<file path="src/rtl/spwm_pkg.sv">
// spwm_pkg: shared types and constants for the three-phase SPWM reference
// scheduler.
//   state_t      : sequencer state encoding
//   PHASE_OFS_B/C: ROM index offsets for phases B and C (120/240 degrees of 256)
//   SCALE_SHIFT  : right shift applied to amplitude x sine product
//   ROM_AW       : sine ROM address width
package spwm_pkg;

  localparam int unsigned ROM_AW      = 8;
  localparam int unsigned DATA_W      = 16;
  localparam int unsigned AMP_W       = 16;
  localparam int unsigned PROD_W      = 33;
  localparam int unsigned SCALE_SHIFT = 12;
  localparam int unsigned CNT_W       = 11;

  localparam logic [ROM_AW-1:0] PHASE_OFS_B = ROM_AW'(85);
  localparam logic [ROM_AW-1:0] PHASE_OFS_C = ROM_AW'(171);

  typedef enum logic [2:0] {
    IDLE   = 3'd0,
    ADDR_A = 3'd1,
    ADDR_B = 3'd2,
    ADDR_C = 3'd3,
    WAIT   = 3'd4,
    DONE   = 3'd5
  } state_t;

endpackage

</file>
<file path="src/rtl/spwm_scale.sv">
// spwm_scale: combinational amplitude scaler shared by all three phases.
//   amp      : unsigned amplitude (DC-bus scale)
//   rom_word : signed sine sample
//   scaled_c : (amp * rom_word) >>> SCALE_SHIFT reduced to DATA_W bits
// Build option: define SPWM_SAT_EN to saturate the reduced result to the
// signed 16-bit range; otherwise the low 16 bits are taken.
module spwm_scale
  import spwm_pkg::*;
(
  input  logic        [AMP_W-1:0]  amp,
  input  logic signed [DATA_W-1:0] rom_word,
  output logic signed [DATA_W-1:0] scaled_c
);

  logic signed [PROD_W-1:0] amp_s;
  logic signed [PROD_W-1:0] word_s;
  logic signed [PROD_W-1:0] prod;

  // Amplitude is unsigned: prepend a zero before treating it as signed.
  always_comb begin
    amp_s  = PROD_W'($signed({1'b0, amp}));
    word_s = PROD_W'(rom_word);
    prod   = amp_s * word_s;
  end

`ifdef SPWM_SAT_EN
  localparam logic signed [PROD_W-1:0] SAT_MAX = PROD_W'(32767);
  localparam logic signed [PROD_W-1:0] SAT_MIN = PROD_W'(-32768);

  logic signed [PROD_W-1:0] shifted;

  // Clamp the shifted product into the signed output range.
  always_comb begin
    shifted = prod >>> SCALE_SHIFT;
    if (shifted > SAT_MAX) begin
      scaled_c = 16'sh7FFF;
    end else if (shifted < SAT_MIN) begin
      scaled_c = 16'sh8000;
    end else begin
      scaled_c = DATA_W'(shifted);
    end
  end
`else
  // Plain truncation of the shifted product.
  always_comb begin
    scaled_c = DATA_W'(prod >>> SCALE_SHIFT);
  end
`endif

endmodule

</file>
<file path="src/rtl/spwm_phase_sched.sv">
// spwm_phase_sched: once per sample step, reads the shared sine ROM at the
// three phase positions, scales by the sampled amplitude and publishes the
// three phase references together.
//   clk_20M     : clock, rising edge
//   reset       : asynchronous active-high reset
//   enable      : run request (a started step always completes)
//   amp_udc     : unsigned amplitude, sampled at step start
//   rom_addr    : sine ROM address (registered ROM, one-cycle latency)
//   rom_data    : signed ROM word
//   vol_a/b/c   : signed phase references
//   vol_valid   : one-cycle pulse when vol_a/b/c update
//   cycle_start : one-cycle pulse when the sine base index wraps 255->0
// Build option: SPWM_SAT_EN selects saturation in spwm_scale.
module spwm_phase_sched
  import spwm_pkg::*;
#(
  parameter int unsigned PARA_STEP = 1559
) (
  input  logic                     clk_20M,
  input  logic                     reset,
  input  logic                     enable,
  input  logic        [AMP_W-1:0]  amp_udc,
  output logic        [ROM_AW-1:0] rom_addr,
  input  logic signed [DATA_W-1:0] rom_data,
  output logic signed [DATA_W-1:0] vol_a,
  output logic signed [DATA_W-1:0] vol_b,
  output logic signed [DATA_W-1:0] vol_c,
  output logic                     vol_valid,
  output logic                     cycle_start
);

  state_t                    state, state_nxt;
  logic        [CNT_W-1:0]   step_cnt;
  logic                      tick_c;
  logic        [ROM_AW-1:0]  base, base_nxt;
  logic        [ROM_AW-1:0]  rom_addr_nxt;
  logic        [AMP_W-1:0]   amp_q, amp_nxt;
  logic signed [DATA_W-1:0]  hold_a, hold_a_nxt;
  logic signed [DATA_W-1:0]  hold_b, hold_b_nxt;
  logic signed [DATA_W-1:0]  vol_a_nxt, vol_b_nxt, vol_c_nxt;
  logic                      vol_valid_nxt;
  logic                      cycle_start_nxt;
  logic signed [DATA_W-1:0]  scaled_c;

  // Sample-step timer: tick on the cycle the count reaches PARA_STEP.
  assign tick_c = enable && (step_cnt == CNT_W'(PARA_STEP));

  always_ff @(posedge clk_20M or posedge reset) begin
    if (reset) begin
      step_cnt <= '0;
    end else if (!enable || tick_c) begin
      step_cnt <= '0;
    end else begin
      step_cnt <= step_cnt + CNT_W'(1);
    end
  end

  // Single scaler, fed directly from the ROM output each cycle.
  spwm_scale u_scale (
    .amp      (amp_q),
    .rom_word (rom_data),
    .scaled_c (scaled_c)
  );

  // Sequencer next-state and datapath next values.
  // rom_data in ADDR_B/ADDR_C/WAIT answers the address issued one cycle
  // earlier, so phase A/B/C results appear in those three states.
  always_comb begin
    state_nxt       = state;
    base_nxt        = base;
    rom_addr_nxt    = rom_addr;
    amp_nxt         = amp_q;
    hold_a_nxt      = hold_a;
    hold_b_nxt      = hold_b;
    vol_a_nxt       = vol_a;
    vol_b_nxt       = vol_b;
    vol_c_nxt       = vol_c;
    vol_valid_nxt   = 1'b0;
    cycle_start_nxt = 1'b0;

    case (state)
      IDLE: begin
        if (tick_c) begin
          state_nxt    = ADDR_A;
          rom_addr_nxt = base;
          amp_nxt      = amp_udc;
        end
      end
      ADDR_A: begin
        state_nxt    = ADDR_B;
        rom_addr_nxt = base + PHASE_OFS_B;
      end
      ADDR_B: begin
        state_nxt    = ADDR_C;
        rom_addr_nxt = base + PHASE_OFS_C;
        hold_a_nxt   = scaled_c;
      end
      ADDR_C: begin
        state_nxt  = WAIT;
        hold_b_nxt = scaled_c;
      end
      WAIT: begin
        state_nxt       = DONE;
        vol_a_nxt       = hold_a;
        vol_b_nxt       = hold_b;
        vol_c_nxt       = scaled_c;
        vol_valid_nxt   = 1'b1;
        cycle_start_nxt = (base == '1);
      end
      DONE: begin
        state_nxt = IDLE;
        base_nxt  = base + ROM_AW'(1);
      end
      default: begin
        state_nxt = IDLE;
      end
    endcase
  end

  // State and datapath registers.
  always_ff @(posedge clk_20M or posedge reset) begin
    if (reset) begin
      state       <= IDLE;
      base        <= '0;
      rom_addr    <= '0;
      amp_q       <= '0;
      hold_a      <= '0;
      hold_b      <= '0;
      vol_a       <= '0;
      vol_b       <= '0;
      vol_c       <= '0;
      vol_valid   <= 1'b0;
      cycle_start <= 1'b0;
    end else begin
      state       <= state_nxt;
      base        <= base_nxt;
      rom_addr    <= rom_addr_nxt;
      amp_q       <= amp_nxt;
      hold_a      <= hold_a_nxt;
      hold_b      <= hold_b_nxt;
      vol_a       <= vol_a_nxt;
      vol_b       <= vol_b_nxt;
      vol_c       <= vol_c_nxt;
      vol_valid   <= vol_valid_nxt;
      cycle_start <= cycle_start_nxt;
    end
  end

endmodule

</file>
<file path="config.mk">
export PLATFORM = sky130hd
export DESIGN_NAME = spwm_phase_sched
export DESIGN_NICKNAME = d
export VERILOG_FILES = /design/src/rtl/spwm_pkg.sv /design/src/rtl/spwm_scale.sv /design/src/rtl/spwm_phase_sched.sv
export SDC_FILE = /design/constraint.sdc
export NUM_CORES = 1
export LEC_CHECK = 0
export BUFFER_PORTS_ARGS = -buffer_cell sky130_fd_sc_hd__buf_2
export CAP_MARGIN = 40
export CORE_MARGIN = 1
export CORE_UTILIZATION = 55
export CTS_BUF_LIST = sky130_fd_sc_hd__clkbuf_16
export CTS_CLUSTER_DIAMETER = 50
export DETAILED_ROUTE_END_ITERATION = 10
export GPL_TIMING_DRIVEN = 1
export MAX_ROUTING_LAYER = met4
export PLACE_DENSITY_LB_ADDON = 0.25
export SYNTH_ARGS = -nofsm -noshare
export SYNTH_HDL_FRONTEND = slang
export SYNTH_SLANG_ARGS = --single-unit
</file>
<file path="constraint.sdc">
create_clock -name clk_20M -period 5.3 [get_ports clk_20M]
set_input_delay 0.265 -clock clk_20M [delete_from_list [all_inputs] [get_ports clk_20M]]
set_output_delay 0.265 -clock clk_20M [all_outputs]
set_load 0.1 [all_outputs]
</file>
# Word-level counts from Yosys, hierarchy flattened

Cells that the tools add are included.

Bits of input ports: 35
Output and inout bits: 58
Register bits: 128

Add/sub/neg operators: 4
Reductions and logical operators: 7
Multiply operators: 1
Mux-type cells: 7
Equality and inequality tests: 8

Operators with widths:

| cell                                                | count |
|---|---|
| multiplier 17 x 16 -> 28 bit                        | 1 |
| one-hot mux 8 bit (3 select lines)                  | 1 |
| one-hot mux 3 bit (5 select lines)                  | 1 |
| adder 11 x 1 -> 11 bit, second input constant       | 1 |
| equality test 11 bit, second input constant         | 1 |
| 2-to-1 mux 11 bit                                   | 1 |
| adder 8 x 1 -> 8 bit, second input constant         | 1 |
| adder 8 x 7 -> 8 bit, second input constant         | 1 |
| adder 8 bit, second input constant                  | 1 |
| equality test 8 bit, second input constant          | 1 |
| 2-to-1 mux 8 bit                                    | 1 |
| equality test 3 x 2 -> 1 bit, second input constant | 2 |
| equality test 3 bit, second input constant          | 2 |
| AND reduction 2 bit                                 | 2 |
| equality test 3 x 1 -> 1 bit, second input constant | 1 |
| logical NOT 3 bit                                   | 1 |
| 2-to-1 mux 3 bit                                    | 1 |
| nonzero test 3 bit                                  | 1 |
| 2-to-1 mux 1 bit                                    | 2 |
| != test 2 bit, second input constant                | 1 |
| logical AND 1 bit                                   | 1 |
| logical NOT 1 bit                                   | 1 |
| logical OR 1 bit                                    | 1 |

# Depth between registers and ports, before layout

Gate-level depths: netlist (run 1).

Depth in word-level cells: 4
Depth in mapped cells: 22

# Cells and area by module

A second synthesis (run 1) with hierarchy kept.

Cell total of the unflattened synthesis: 1,280
Area, all modules: 13,193.9 um^2

Modules (own cells, without submodules):

| module           | instances | seq. area each (um^2) | cells each | area an instance (um^2) |
|---|---|---|---|---|
| spwm_scale       | 1         | 0.0                   | 899        | 7,867.5 |
| spwm_phase_sched | 1         | 3,203.1               | 381        | 5,326.4 |

# Least setup slack after synthesis (run 1)

Ideal clock, no wire load.

Path kind: register to register
Start: register amp_q[7]
End: register hold_a[14]
Setup time: 0.129 ns
Cell stages (with the launch flop): 23
Period minus slack after synthesis: 5.748 ns
Required time: 5.171 ns
Arrival: 5.619 ns
Buffers on the path: 1
Setup slack: -0.448 ns
Cell sequence: dfrtp_1 clkbuf_1 nand2_1 fa_1 inv_1 fa_1 inv_1 fa_1 inv_1 fa_1 fa_1 inv_1 fa_1 inv_1 ha_1 a21oi_2 o21ba_1 nor2_1 nor4b_2 a22oi_4 a21oi_4 nor2b_2 o41a_1

Cells in the longest elaborated chain, start to end: 1

Ends and longest elaborated chain:

| element                      | line                    | source |
|---|---|---|
| start, declared              | spwm_phase_sched.sv:37  | `logic [AMP_W-1:0] amp_q, amp_nxt;` |
| start signal, assigned       | spwm_phase_sched.sv:138 | `amp_q <= amp_nxt;` |
| multiplier 17 x 16 -> 28 bit | spwm_scale.sv:23        | `prod = amp_s * word_s;` |
| end signal, assigned         | spwm_phase_sched.sv:139 | `hold_a <= hold_a_nxt;` |
| end, declared                | spwm_phase_sched.sv:38  | `logic signed [DATA_W-1:0] hold_a, hold_a_nxt;` |

Every way passes these cells.
A chain may end at the register's enable or synchronous reset.

# Final worst setup path (run 1)

Start: register amp_q[6]
End: register hold_b[14]

Cells in the longest elaborated chain, start to end: 1

Ends and longest elaborated chain:

| element                      | line                    | source |
|---|---|---|
| multiplier 17 x 16 -> 28 bit | spwm_scale.sv:23        |  |
| end signal, assigned         | spwm_phase_sched.sv:140 | `hold_b <= hold_b_nxt;` |
| end, declared                | spwm_phase_sched.sv:39  | `logic signed [DATA_W-1:0] hold_b, hold_b_nxt;` |

Every way passes these cells.

==> results of run 1 <==
==> per-layer routing <==
| layer | GRT usage [%] | up-vias |
|---|---|---|
| li1 | - | 4582 |
| met3 | 3.222 | 97 |
| met5 | - | - |
| met1 | 33.65 | 4991 |
| met4 | 12.70 | 0 |
| met2 | 47.07 | 303 |
==> cell type report <==
| type | count | share of cell area [%] |
|---|---|---|
| Clock buffer | 17 | 2.670 |
| Clock inverter | 15 | 1.021 |
| Inverter | 232 | 5.482 |
| Multi-Input combinational cell | 953 | 57.55 |
| Sequential cell | 128 | 20.18 |
| Tap cell | 319 | 2.505 |
| Timing Repair Buffer | 237 | 10.60 |
==> where the power goes <==
group | total [mW] | internal [mW] | switching (mW)
Sequential | 1.52 | 1.31 | 0.212
Clock | 1.19 | 0.701 | 0.493
Combinational | 2.67 | 0.529 | 2.14
Total | 5.39 | 2.54 | 2.84
==> logic make-up (layout without fill, tap and decap cells) <==
group / count (synthesis) / in the layout / synth area share (%)
AND/OR/NAND/NOR: 474 / 474 / 16.92
adder cells (fa/ha/maj): 289 / 289 / 38.57
buffers and inverters: 289 / 501 / 8.565
flip-flops: 128 / 128 / 24.50
AO/OA/AOI/OAI: 119 / 119 / 5.953
XOR/XNOR: 46 / 46 / 3.082
multiplexers: 25 / 25 / 2.412
==> state kept, by name (all words and copies together) (netlist names) <==
register     flops
amp_q           16
base             8
cycle_start      1
hold_a          16
hold_b          16
rom_addr         8
state            3
step_cnt        11
vol_a           16
vol_b           16
vol_c           16
vol_valid        1
==> layout by cell type (no fill, tap or decap), types with 5 or more instances in the layout <==
cell type  synthesis  routed
o21ai_2            2       5
nand4_1            6       6
fa_1             190     186
ha_1              99      86
buf_12             1       7
dfrtp_2            0       9
o21ai_0           41      18
clkbuf_16          0      17
nand2b_1           7       7
dfrtp_1          128     119
a21o_1             5       5
mux2_2             8       8
inv_2              0       5
nor2_1            28      27
and2_1           118     114
a21oi_2            3       5
xnor2_1           28      22
buf_6              1       9
nand3_1            6       6
mux2_4            11      11
xor2_1            18      16
buf_4              0     125
nand2_2            0       6
a21oi_1           20      17
buf_2              0      94
nand2_1          285     277
o21ai_1           18      37
mux2i_1            6       6
ha_4               0      12
inv_1            230     226
==> metrics by stage <==
| step | instance area [um2] | setup TNS, ns |
|---|---|---|
| 3_5_place_dp | 14720 | -15.06 |
| 5_1_grt | 15930 | -20.81 |
| 6_report | 15930 | -12.31 |
| 3_3_place_gp | 14650 | -10.83 |
| 2_1_floorplan | 13300 | -0.8928 |
| 4_1_cts | 15620 | -9.467 |
==> final timing paths <==
| path | start | endpoint | slack (ns) | cells past startpoint |
|---|---|---|---|---|
| setup / recovery | amp_q[6] | hold_b[14] | -0.51 | 19 |
| min in group asynchronous | reset | vol_b[15] | 0.43 | 3 |
| max in group asynchronous | reset | amp_q[11] | 3.49 | 5 |
| setup reg to reg | amp_q[6] | hold_b[14] | -0.51 | 19 |
| hold reg to reg | hold_b[6] | vol_b[6] | 0.47 | 2 |
| hold / removal | amp_udc[15] | amp_q[15] | 0.08 | 2 |
==> timing repair <==
item                                   4_1_cts  5_1_grt
setup endpoints to repair                   48       48
pin swaps                                   20       49
resized for setup                           52       42
endpoints found under the hold margin       38        0
hold buffers                                 1        0
gates cloned                                 1        0
buffers inserted                            17       18
==> flow_summary.json, run 1 <==
{
  "wl_per_cell_um": 16.66,
  "drive_above_1_share_pct": 23.26,
  "multi_input_area_um2": 9168,
  "rsz0062_at_grt": "true",
  "failed_checks": "setup timing",
  "met2WireLength_mm": 16.12,
  "ys_ff_latch": 128,
  "crit_top_cell": "fa_1",
  "fin_ws_ns": -0.5076,
  "vias_per_cell": 5.246,
  "clock-sinks": 128,
  "grt_max_degree": 54,
  "synth.most_common_cell": "nand2_1",
  "cts_tree": "yes",
  "die_h_um": 156.2,
  "syn_area_um2": 13070,
  "relSlewSlack_pct": 43.34,
  "fin_worst_hold_slack_ns": 0.07758,
  "drt-initial-drc-count": 545,
  "clk-insertion-delay-late_ns": 0.42,
  "setup_viol": 40,
  "cp_cell_sequence": "buf_12 -> and2_4 -> fa_1 -> inv_1 -> fa_1 -> fa_1 -> fa_1 -> inv_2 -> fa_1 -> fa_1 -> ha_4 -> o21a_1 -> o211ai_1 -> a2111oi_4 -> o21ai_2 -> a22oi_4 -> a21oi_2 -> mux2_2 -> o41a_1",
  "drv_slew": 0,
  "grt_pass1_vias": 10468,
  "htree_num_levels": 4,
  "synth_fp_nets": 1694,
  "grtUsageTotal_pct": 27.88,
  "dp.cells": 1832,
  "leakage_nw": 8.341,
  "first_pass_iters": 5,
  "ys_top_cells_by_count": "nand2_1, inv_1, fa_1",
  "vias": 9973,
  "clockBufferDepth": 2,
  "nNetsFinal": 1893,
  "cap_viol_max_count": 0,
  "finalHoldViolCount": 0,
  "grt_pass1_wl_mm": 51.01,
  "synth_area_leaders": "fa_1, dfrtp_1, ha_1",
  "ant_nets": 0,
  "place_hpwl_mm": 24.05,
  "startpoint_type": "register",
  "crit_slowest_cell": "fa_1",
  "yosysWarningCount": 0,
  "hp-class": "primary input to register",
  "top_layer_used": "met4",
  "seq_area_frac_synth_pct": 24.50,
  "status": "finished with violations",
  "clock.fmax_mhz": 172.2,
  "cp_top_family": "adder cells",
  "path_max_fanout": 9,
  "clk_pin_slew_ns": 0.07,
  "dp_slack_ns": -0.5158,
  "finalCriticalPeriod_ns": 5.808,
  "io_buffers": 92,
  "p_per_area_nw_per_um2": 338.1,
  "cp_data_arrival_time_ns": 6.10,
  "total_power_mw": 5.385,
  "cpPeakStageDelay_ns": 0.57,
  "wl_met1_mm": 12.86,
  "coreArea_um2": 23400,
  "grt_overflow": 0,
  "finalCritPeriodShare_pct": 109.6,
  "gp_congestion": 0.9061,
  "clockRootBuffer": "clkbuf_16",
  "cp_num_buf_inv": 3,
  "skew_ns": 0.01389,
  "cp-end-kind": "register",
  "utilization_pct": 68.07,
  "die-area_um2": 24390,
  "final_cell_count_no_fill": 1901,
  "rows": 56,
  "synth-edff-count": 0,
  "fill_cells": 1795,
  "die_w_um": 156.2,
  "drc": 0,
  "synth_flop_cell": "dfrtp_1",
  "cp_data_required_time_ns": 5.59,
  "start_util_pct": 55.87,
  "netlist.area_leader.share_pct": 29.09,
  "postSynthCellCount": 1370,
  "max-vdd-ir-drop_v": 0.0005984,
  "routed_wl_mm": 31.67,
  "final-seq-area_um2": 3214,
  "antenna_cells": 0,
  "synthToLayoutAreaGrowth_pct": 21.85,
  "synth_top_area_cell": "fa_1",
  "ios": 93,
  "wl_met3_mm": 1.383,
  "synth.avg_cell_area_um2": 9.543,
  "cts_buffers": 17,
  "antenna_found_initial": 0,
  "path_class": "register to register",
  "ys_types": 61,
  "async_flop_share_pct": 100.0,
  "worstMarginPinSlew_ns": 0.8499
}
(Power assumes the default switching activity.)
==> run 2, diff against run 1 <==
==> constraint.sdc (replaced) <==
create_clock -name clk_20M -period 5.3 [get_ports clk_20M]
set_input_delay 0.795 -clock clk_20M [delete_from_list [all_inputs] [get_ports clk_20M]]
set_output_delay 0.795 -clock clk_20M [all_outputs]
set_load 0.1 [all_outputs]
==> flow_summary.json, run 2 (synthesis results as in run 1) <==
{
  "coreArea_um2": 23400,
  "gp_congestion": 0.8691,
  "grt_pass1_wl_mm": 50.25,
  "cp_data_required_time_ns": 5.59,
  "dp.cells": 1850,
  "max-vdd-ir-drop_v": 0.0005804,
  "finalCritPeriodShare_pct": 107.2,
  "skew_ns": 0.01236,
  "timing.rr.start": "amp_q[5]",
  "top_layer_used": "met4",
  "wl_met3_um": 931,
  "drive_above_1_share_pct": 25.82,
  "grt_max_degree": 66,
  "cp-end-kind": "register",
  "worstReg2RegEnd": "hold_a[14]",
  "routed_wl_mm": 30.88,
  "die_h_um": 156.2,
  "start_util_pct": 55.87,
  "htree_num_levels": 4,
  "ff2ff_path_depth": 19,
  "ios": 93,
  "clock.fmax_mhz": 176.0,
  "clock-sinks": 128,
  "place_hpwl_mm": 24.09,
  "dp_slack_ns": -0.9163,
  "worstMarginPinSlew_ns": 0.8253,
  "vias_per_cell": 5.217,
  "clk-insertion-delay-late_ns": 0.42,
  "grtUsageTotal_pct": 27.41,
  "failed_checks": "setup timing",
  "p_per_area_nw_per_um2": 337.9,
  "drc": 0,
  "cp_data_arrival_time_ns": 5.98,
  "setup_viol": 42,
  "synthToLayoutAreaGrowth_pct": 23.48,
  "rsz0062_at_grt": "true",
  "antenna_found_initial": 0,
  "path_class": "primary input to register",
  "clk_pin_slew_ns": 0.06,
  "startpoint_type": "primary input",
  "fill_cells": 1797,
  "grt_overflow": 0,
  "first_pass_iters": 5,
  "holdBufCountCts": 0,
  "path_max_fanout": 15,
  "drt-initial-drc-count": 408,
  "clockRootBuffer": "clkbuf_16",
  "wl_per_cell_um": 16.26,
  "drv_slew": 0,
  "relSlewSlack_pct": 44.98,
  "clockBufferDepth": 2,
  "wl_met1_mm": 12.34,
  "hp-class": "primary input to async pin",
  "nNetsFinal": 1891,
  "die_w_um": 156.2,
  "ant_nets": 0,
  "leakage_nw": 8.405,
  "die-area_um2": 24390,
  "final_common_cell": "nand2_1",
  "rrSetupSlack_ns": -0.38,
  "status": "finished with violations",
  "antenna_cells": 0,
  "final_cell_count_no_fill": 1899,
  "io_buffers": 92,
  "grt_pass1_vias": 10463,
  "setup_tns_ns": -10.01,
  "rows": 56,
  "vias": 9907,
  "utilization_pct": 68.98,
  "dpl-instance-area_um2": 14890,
  "met2WireLength_mm": 16.54,
  "finalHoldViolCount": 0,
  "fin_ws_ns": -0.3815,
  "final_cell_mix": "nand2_1, inv_1, fa_1",
  "finalCriticalPeriod_ns": 5.682,
  "cap_viol_max_count": 0,
  "cts_tree": "yes",
  "final_area_um2": 16140,
  "cts_buffers": 17
}
## run 2: cell types whose count changed in the layout (fill, tap and decap cells not counted), moves of 6 or more
| cell | change |
|---|---|
| and2_1 | -9 |
| buf_2 | -12 |
| and2_4 | +9 |
| o21ai_2 | +8 |
| o21ai_0 | -6 |
| buf_6 | +9 |
| inv_1 | -9 |
| inv_2 | +8 |
## run 2: timing repair
item	4_1_cts	5_1_grt
endpoints found under the setup margin	48	48
setup buffers	13	7
gates resized for setup	71	62
pin swaps	40	34
## run 2: power by group
group	leakage (nW)	total, mW	internal, mW	switching (mW)
Combinational	6.45	2.69	0.544	2.15
Sequential	1.64	1.53	1.31	0.213
Clock	0.309	1.24	0.755	0.483
## run 2: cell type report
| class | instances | area [um2] | area share [%] |
|---|---|---|---|
| well taps | 319 | 399.1 | 2.472 |
| clock buffers | 17 | 425.4 | 2.635 |
| flip-flops and latches | 128 | 3213 | 19.90 |
| repair buffers | 235 | 1717 | 10.63 |
| multi-input cells | 953 | 9319 | 57.73 |
| clock inverters | 15 | 195.2 | 1.209 |
| inverters | 232 | 874.6 | 5.418 |
## run 2: worst max-delay path, stage by stage
cell and delay, ns:
buf_4 0.17, and2_1 0.18, fa_1 0.50, inv_1 0.05, fa_2 0.53, fa_1 0.42
fa_1 0.52, inv_2 0.04, fa_1 0.51, fa_1 0.45, ha_4 0.29, o21a_1 0.11
o211ai_1 0.15, a2111oi_4 0.33, o21ai_2 0.13, a22oi_4 0.27, a21oi_2 0.12, mux2_4 0.28
o41a_1 0.11
## run 2: through the flow
step	power (mW)	hold slack, ns
6_report	5.455	0.3118
3_5_place_dp	4.165	0.4577
5_1_grt	5.710	0.3115
2_1_floorplan	3.655	0.4331
3_3_place_gp	4.089	0.4524
4_1_cts	5.452	0.3040
## run 2: how the worst max path moves through the flow
stage,startpoint,to,slack [ns],cells past startpoint
4_1_cts,amp_q[5],hold_a[15],-0.40,19
3_5_place_dp,rom_data[10],hold_a[15],-0.92,21
5_1_grt,amp_q[3],hold_a[14],-0.55,20
6_report,rom_data[5],hold_a[14],-0.38,19
2_1_floorplan,rom_data[5],hold_a[14],-0.52,21
3_3_place_gp,rom_data[10],hold_a[15],-0.79,21
## run 2: layer usage
| layer | vias to the layer above | GRT usage [%] |
|---|---|---|
| li1 | 4576 | - |
| met1 | 5052 | 31.74 |
| met2 | 208 | 48.17 |
| met3 | 71 | 3.861 |
| met4 | 0 | 10.46 |
| met5 | - | - |
